## config.mk

```make
export PLATFORM = sky130hd
export DESIGN_NAME = cordic_datapath
export DESIGN_NICKNAME = d
export VERILOG_FILES = /design/src/rtl/cordic_pkg.sv /design/src/rtl/cordic_atan_rom.sv /design/src/rtl/cordic_datapath.sv
export SDC_FILE = /design/constraint.sdc
export NUM_CORES = 1
export LEC_CHECK = 0
export ABC_AREA = 0
export CORE_MARGIN = 8
export CORE_UTILIZATION = 45
export DETAILED_ROUTE_END_ITERATION = 16
export GPL_TIMING_DRIVEN = 1
export HOLD_SLACK_MARGIN = 0.06
export PLACE_DENSITY = 0.76
export SLEW_MARGIN = 20
export SYNTH_ARGS = -nofsm -noshare
export SYNTH_HDL_FRONTEND = slang
export SYNTH_SLANG_ARGS = --single-unit
```

## constraint.sdc

```tcl
create_clock -name clk -period 4.8 [get_ports clk]
set_input_delay 1.2 -clock clk [delete_from_list [all_inputs] [get_ports clk]]
set_output_delay 1.2 -clock clk [all_outputs]
set_load 0.02 [all_outputs]
```

## src/rtl/cordic_pkg.sv

```systemverilog
// Shared constants, payload types and helpers for the CORDIC datapath.
//   DATA_W    : working register width (Q2.14 for x/y, Q3.13 for z)
//   ITER_N    : micro-rotations per operation
//   ITR_W     : width of the iteration index
//   K_Q15     : CORDIC gain compensation factor 0.60725 in Q1.15
//   ATAN_TAB  : round(atan(2^-i) * 2^13), entry i in slice [i]
// Optional feature macro: CORDIC_GAIN_COMP_EN (used by cordic_datapath).
package cordic_pkg;

  localparam int unsigned DATA_W = 16;
  localparam int unsigned ITER_N = 16;
  localparam int unsigned ITR_W  = $clog2(ITER_N);

  localparam logic signed [DATA_W-1:0] K_Q15 = 16'sd19898;

  // Listed from index 15 down to index 0.
  localparam logic [ITER_N-1:0][DATA_W-1:0] ATAN_TAB = {
    16'd0,    16'd0,    16'd1,    16'd2,
    16'd4,    16'd8,    16'd16,   16'd32,
    16'd64,   16'd128,  16'd256,  16'd511,
    16'd1019, 16'd2007, 16'd3798, 16'd6434
  };

  // Working vector payload: x, y in Q2.14, z in Q3.13.
  typedef struct packed {
    logic signed [DATA_W-1:0] x;
    logic signed [DATA_W-1:0] y;
    logic signed [DATA_W-1:0] z;
  } vec_t;

  // (v * K_Q15) >>> 15, truncated to DATA_W bits.
  function automatic logic signed [DATA_W-1:0] gain_comp(input logic signed [DATA_W-1:0] v);
    logic signed [2*DATA_W-1:0] prod;
    prod = (2*DATA_W)'(v) * (2*DATA_W)'(K_Q15);
    return prod[DATA_W+14:15];
  endfunction

endpackage

```

## src/rtl/cordic_atan_rom.sv

```systemverilog
// Combinational arctangent lookup for the CORDIC micro-rotation angle.
//   idx     : iteration index i
//   angle_c : ATAN[i] in Q3.13 radians
module cordic_atan_rom
  import cordic_pkg::*;
(
  input  logic [ITR_W-1:0]         idx,
  output logic signed [DATA_W-1:0] angle_c
);

  assign angle_c = ATAN_TAB[idx];

endmodule

```

## src/rtl/cordic_datapath.sv

```systemverilog
// Iterative CORDIC rotation-mode datapath driven by an external controller.
//   clk, rst            : clock, synchronous active-high reset
//   init, ld            : init+ld loads operands, ld alone does one micro-rotation
//   fin                 : capture x/y/z into the result registers
//   x_in, y_in, z_in    : start vector (Q2.14) and angle (Q3.13)
//   itr                 : current iteration index
//   x_out, y_out, z_out : captured result vector and residual angle
//   res_vld             : one-cycle pulse after a capture
// Optional feature: define CORDIC_GAIN_COMP_EN to scale captured x/y by K_Q15.
module cordic_datapath
  import cordic_pkg::*;
(
  input  logic                     clk,
  input  logic                     rst,
  input  logic                     init,
  input  logic                     ld,
  input  logic                     fin,
  input  logic signed [DATA_W-1:0] x_in,
  input  logic signed [DATA_W-1:0] y_in,
  input  logic signed [DATA_W-1:0] z_in,
  output logic [ITR_W-1:0]         itr,
  output logic signed [DATA_W-1:0] x_out,
  output logic signed [DATA_W-1:0] y_out,
  output logic signed [DATA_W-1:0] z_out,
  output logic                     res_vld
);

  vec_t                     st;
  vec_t                     rot_c;
  vec_t                     cap_c;
  vec_t                     load_c;
  logic signed [DATA_W-1:0] atan_c;
  logic signed [DATA_W-1:0] x_sh_c;
  logic signed [DATA_W-1:0] y_sh_c;

  cordic_atan_rom u_atan_rom (
    .idx     (itr),
    .angle_c (atan_c)
  );

  assign load_c = '{x: x_in, y: y_in, z: z_in};

  // One micro-rotation; direction follows the sign of the residual angle.
  always_comb begin
    rot_c  = st;
    x_sh_c = st.x >>> itr;
    y_sh_c = st.y >>> itr;
    if (st.z[DATA_W-1]) begin
      rot_c.x = st.x + y_sh_c;
      rot_c.y = st.y - x_sh_c;
      rot_c.z = st.z + atan_c;
    end else begin
      rot_c.x = st.x - y_sh_c;
      rot_c.y = st.y + x_sh_c;
      rot_c.z = st.z - atan_c;
    end
  end

  // Result value presented to the output registers; z is never scaled.
  always_comb begin
    cap_c = st;
`ifdef CORDIC_GAIN_COMP_EN
    cap_c.x = gain_comp(st.x);
    cap_c.y = gain_comp(st.y);
`else
    cap_c.x = st.x;
    cap_c.y = st.y;
`endif
  end

  // Working registers and iteration counter; itr wraps 15 -> 0.
  always_ff @(posedge clk) begin
    if (rst) begin
      st  <= '0;
      itr <= '0;
    end else if (ld) begin
      if (init) begin
        st  <= load_c;
        itr <= '0;
      end else begin
        st  <= rot_c;
        itr <= itr + ITR_W'(1);
      end
    end
  end

  // Result capture samples pre-update state when fin and ld coincide.
  always_ff @(posedge clk) begin
    if (rst) begin
      x_out   <= '0;
      y_out   <= '0;
      z_out   <= '0;
      res_vld <= 1'b0;
    end else begin
      res_vld <= fin;
      if (fin) begin
        x_out <= cap_c.x;
        y_out <= cap_c.y;
        z_out <= cap_c.z;
      end
    end
  end

endmodule

```

; ---- Word-level counts from Yosys, hierarchy flattened
; Memory sizes are Yosys's and may differ from the RTL's. A register that Yosys moved wholly into a read port is not among the register bits.
; Index checks and enable logic that the tools add are counted.
[word_totals]
reg_bits = 101
latch_bits = 0
ramBits = 0
mem_bits_ro = 256
out_inout_bits = 53
word_cells = 25
memories = 1
[op_classes]
addsub = 7
mul = 0
n_div = 0
magnitude_cmp = 1
n_eq_ne = 0
shift = 2
mux = 6
n_bitwise = 0
reduce_logical = 0
[memory_table]
columns = name, depth, width, read_ports, rd_ports_with_merged_regs, write_ports, line_no
row1 = (name not given), 16, 16, 1, 1, 0, cordic_atan_rom.sv:11  ; assign angle_c = ATAN_TAB[idx];
[ops]
columns = op, count
row1 = $mux 48, 2
row2 = $add 16x16->16, 3
row3 = $sub 16x16->16, 3
row4 = $sshr 16x4->16, 2
row5 = $mux 16, 1
row6 = $mux 4, 3
row7 = $lt 4x5->1 const B, 1
row8 = $add 4x1->4 const B, 1

; ---- Logic depth before layout (Yosys ltp)
[depth]
depth_word = 5
ltp_mapped = 22
ltp_nobuf = 19

; ---- By module
; Synthesis repeated with hierarchy kept, for this count alone.
[unflattened]
hier_cells = 1044
area_unflattened_um2 = 8811.0
[by_module_without_submodules]
columns = mod, instances, cells_each, area_per_inst_um2, seq_area_each_um2
row1 = cordic_datapath, 1, 1001, 8450.6, 2021.9
row2 = cordic_atan_rom, 1, 43, 360.3, 0.0

; ---- Worst setup path before layout
; OpenSTA, ideal clock, no wires.
[synth_timing]
path_type = register to register
start = register itr[0]
end = register st (netlist bit cap_c[46])
setup_time_ps = 60
arrival_time_ps = 4749
required_ps = 4740
slack_ps = -9
stages_incl_launch_ff = 18
period_less_slack_ps = 4809
cell_sequence = dfxtp_1 buf_6 buf_6 mux4_2 mux4_2 inv_1 ha_1 mux2_2 fa_1 a21o_1 a21oi_1 o21ai_1 a21o_1 a21oi_1 o31ai_1 or4b_1 a41oi_1 o221a_1
[synth_between]
elab_chain_cells = 4
[synth_lines]
columns = element, line_no
row1 = start: declaration, cordic_datapath.sv:21  ; output logic [ITR_W-1:0] itr,
row2 = start signal: assignment, cordic_datapath.sv:82  ; itr <= itr + ITR_W'(1);
row3 = $sshr 16x4->16 (*), cordic_datapath.sv:47  ; y_sh_c = st.y >>> itr;
row4 = $sub 16x16->16 or $add 16x16->16 (tied branches), "cordic_datapath.sv:53, cordic_datapath.sv:49"
row5 = $mux 48 (*), cordic_datapath.sv:48  ; if (st.z[DATA_W-1]) begin
row6 = $mux 48 (*), cordic_datapath.sv:77  ; if (init) begin
row7 = end signal: assignment, cordic_datapath.sv:78  ; st <= load_c;
row8 = end signal: assignment, cordic_datapath.sv:81  ; st <= rot_c;
row9 = end: declaration, cordic_datapath.sv:28  ; vec_t st;
; Every way passes the cells marked *; elsewhere a longest branch is shown, timed or not.
; A chain may end at the register's enable or synchronous reset.

; ---- Worst setup path after layout
; Ends and elaborated chain as after synthesis.

==> results.sh <==
export IMPL_status="completed"
export IMPL_ys_ff_latch=114
export IMPL_portBuffers=105
export IMPL_critPathMaxFanout=6
export IMPL_die_w_um=154
export IMPL_synth_top_cell_area_share_pct=26.5
export IMPL_yosysSeqAreaShare_pct=26.5
export IMPL_root_buffer="clkbuf_16"
export IMPL_critPathKind="flip-flop to flip-flop"
export IMPL_ant_nets=0
export IMPL_grt_util_all_layers_pct=21.3
export IMPL_ys_flop_type="dfxtp_1"
export IMPL_syn_avg_cell_area_um2=8.46
export IMPL_first_pass_iters=5
export IMPL_synth_top_area_cell="dfxtp_1"
export IMPL_via_count=8126
export IMPL_maxCapViolCount=0
export IMPL_rr_worst_depth=17
export IMPL_layout_drive_gt1_share_pct=13.5
export IMPL_design_area_mm2=0.0108
export IMPL_area_growth_pct=25.5
export IMPL_wl_per_cell_um=18.3
export IMPL_final_common_cell="nor2_1"
export IMPL_p_leak_nw=4.49
export IMPL_cts_hold_buffers_added=0
export IMPL_antenna_cells=0
export IMPL_slew_headroom_pct=56.3
export IMPL_final_min_clock_period_ns=4.65
export IMPL_die_height_um=154
export IMPL_synthTopCellsByArea="dfxtp_1 (26%), ha_1 (8.4%), mux4_2 (8.1%)"
export IMPL_drt_iter0_markers=630
export IMPL_cp_arrival_ns=5.02
export IMPL_htreeDepth=4
export IMPL_cts_clk_slew_worst_paths_ns=0.06
export IMPL_numCtsBuffers=17
export IMPL_finalMaxSlewViolations=0
export IMPL_drc_errors=0
export IMPL_synth_edff_count=0
export IMPL_grt_overflow=0
export IMPL_fin_crit_sh_pct=96.9
export IMPL_start_util_pct=45.9
export IMPL_hpwlAfterDp_um=18600
export IMPL_hold_path_cell_count=2
export IMPL_hold_violations=0
export IMPL_min_path_type="flip-flop to flip-flop"
export IMPL_fmax_ghz=0.215
export IMPL_async_flop_share_pct=0
export IMPL_r2r_end="cap_c[46]"
export IMPL_setup_tns_ns=0
export IMPL_cts_max_path_buffers=2
export IMPL_design_final_nets=1254
export IMPL_startpoint_type="flip-flop"
export IMPL_placed_area_mm2=0.0101
export IMPL_first_global_vias=8125
export IMPL_whs_ns=0.485
export IMPL_crit_reg2reg_launch="itr[0]"
export IMPL_grt_start_max_net_pins=57
export IMPL_tightestPinTransition_ns=0.656
export IMPL_die_area_mm2=0.0238
export IMPL_required_ns=5.17
export IMPL_cts_tree="yes"
export IMPL_peakVddDrop_mv=0.290
export IMPL_pre_cts_slack_ns=0.0474
export IMPL_cp_end_kind="flip-flop"
export IMPL_synthesis_nets=1132
export IMPL_finalSetupViolCount=0
export IMPL_fin_skew_ns=0.0128
export IMPL_coreArea_mm2=0.0188
export IMPL_place_congestion=0.942
export IMPL_final_cell_mix="nor2_1 (149), dfxtp_1 (112), clkdlybuf4s50_1 (101)"
export IMPL_ys_types=69
export IMPL_antenna_found_initial=0
export IMPL_drt_wl_total_um=25300
export IMPL_power_density_mw_per_mm2=406
export IMPL_avgViaCountPerCell=5.86
export IMPL_clk_latency_ns=0.43
export IMPL_syn_cell_area_mm2=0.00862
export IMPL_regToRegSetupSlack_ns=0.15
export IMPL_worst_slack_ns=0.148
export IMPL_hold_end="z_out[7]"
export IMPL_cts_sinks=114
export IMPL_hp_start="z_out[7]"
export IMPL_syn_inst=1018
export IMPL_ys_warn_count=0
export IMPL_grt_pass1_wl_um=41300
export IMPL_num_rows=50
export IMPL_ios=106
-- cells in the mapped netlist (9+ instances only) --
library cell / number
nor2_1: 149
dfxtp_1: 114
nand2_1: 94
mux2i_1: 69
a21oi_1: 65
ha_1: 58
xnor2_1: 46
clkbuf_1: 38
o21ai_0: 38
mux4_2: 31
xor2_1: 30
inv_1: 23
nor3_1: 22
a311oi_1: 21
nand3_1: 16
buf_1: 14
a31oi_1: 12
a211oi_1: 11
a21o_1: 10
and3_1: 10
o21ai_1: 9
-- area by class of cell --
cell class              instances  area, um^2
well taps                     234         293
multi-input cells             816        6050
flip-flops and latches        114        2290
clock buffers                  19         443
inverters                      28         105
clock inverters                12         140
fillers                      1708        7960
repair buffers                163        1490
-- worst max-delay path, stage by stage, from the launching register on --
cell and delay, ns:
dfxtp_4 0.38, clkbuf_4 0.18, buf_4 0.12, mux4_2 0.53, buf_4 0.18, mux4_2 0.53
a2111oi_4 0.37, and2_1 0.22, a21oi_1 0.09, xor2_1 0.21, ha_1 0.28, a21oi_1 0.19
nor2_1 0.07, a21oi_1 0.19, o31ai_2 0.13, or4b_1 0.51, a41oi_1 0.21, o221a_1 0.21
-- through the flow --
step,utilization (%),instances,power [mW]
5_1_grt,57.6,1386,4.67
3_3_place_gp,53.6,1345,2.99
6_report,57.6,1386,4.38
3_5_place_dp,53.6,1345,3.03
2_1_floorplan,-,1018,2.56
4_1_cts,56.8,1376,4.33
-- registers in the layout, summed over array words and instances (netlist names) --
signal and cells:
z_out 16, atan_c 13, itr 4, cap_c 48
y_out 16, res_vld 1, x_out 16
-- layer usage --
metal  up-vias  global-route usage [%]  share of wire, %
met5         -                       0                 0
met4         0                    8.77               3.5
met3        59                    6.24               7.9
met2       297                    35.7                48
met1      3824                    25.1                40
li1       3946                       -                 -
-- power by group --
part	total (mW)	switching, mW	leakage [nW]	internal [mW]
Clock	1.28	0.467	0.288	0.818
Combinational	1.95	1.02	3.27	0.927
Sequential	1.15	0.115	0.938	1.03
-- repair_timing --
item	in CTS	in global routing
resized for setup	1	19
pin swaps	0	4
endpoints found under the setup margin	1	5
setup buffers	0	10
-- worst max path at each step --
stage / start / endpoint / slack (ns) / depth (start not counted)
6_report: itr[0] / cap_c[46] / 0.15 / 17
4_1_cts: itr[0] / cap_c[46] / 0.06 / 16
3_3_place_gp: itr[0] / cap_c[46] / 0.19 / 16
5_1_grt: itr[0] / cap_c[31] / -0.04 / 20
2_1_floorplan: itr[0] / cap_c[46] / 0.08 / 17
3_5_place_dp: itr[0] / cap_c[46] / 0.05 / 16
-- cells by family after synthesis --
family	count (synthesis)	share of synthesized area (%)
AND/OR/NAND/NOR	337	17.3
AO/OA/AOI/OAI	231	17.7
buffers and inverters	88	4.12
XOR/XNOR	76	7.73
flip-flops	114	26.5
multiplexers	111	17.6
adder cells (fa/ha/maj)	61	9.12
No activity file was read; power rests on OpenSTA's default activity.
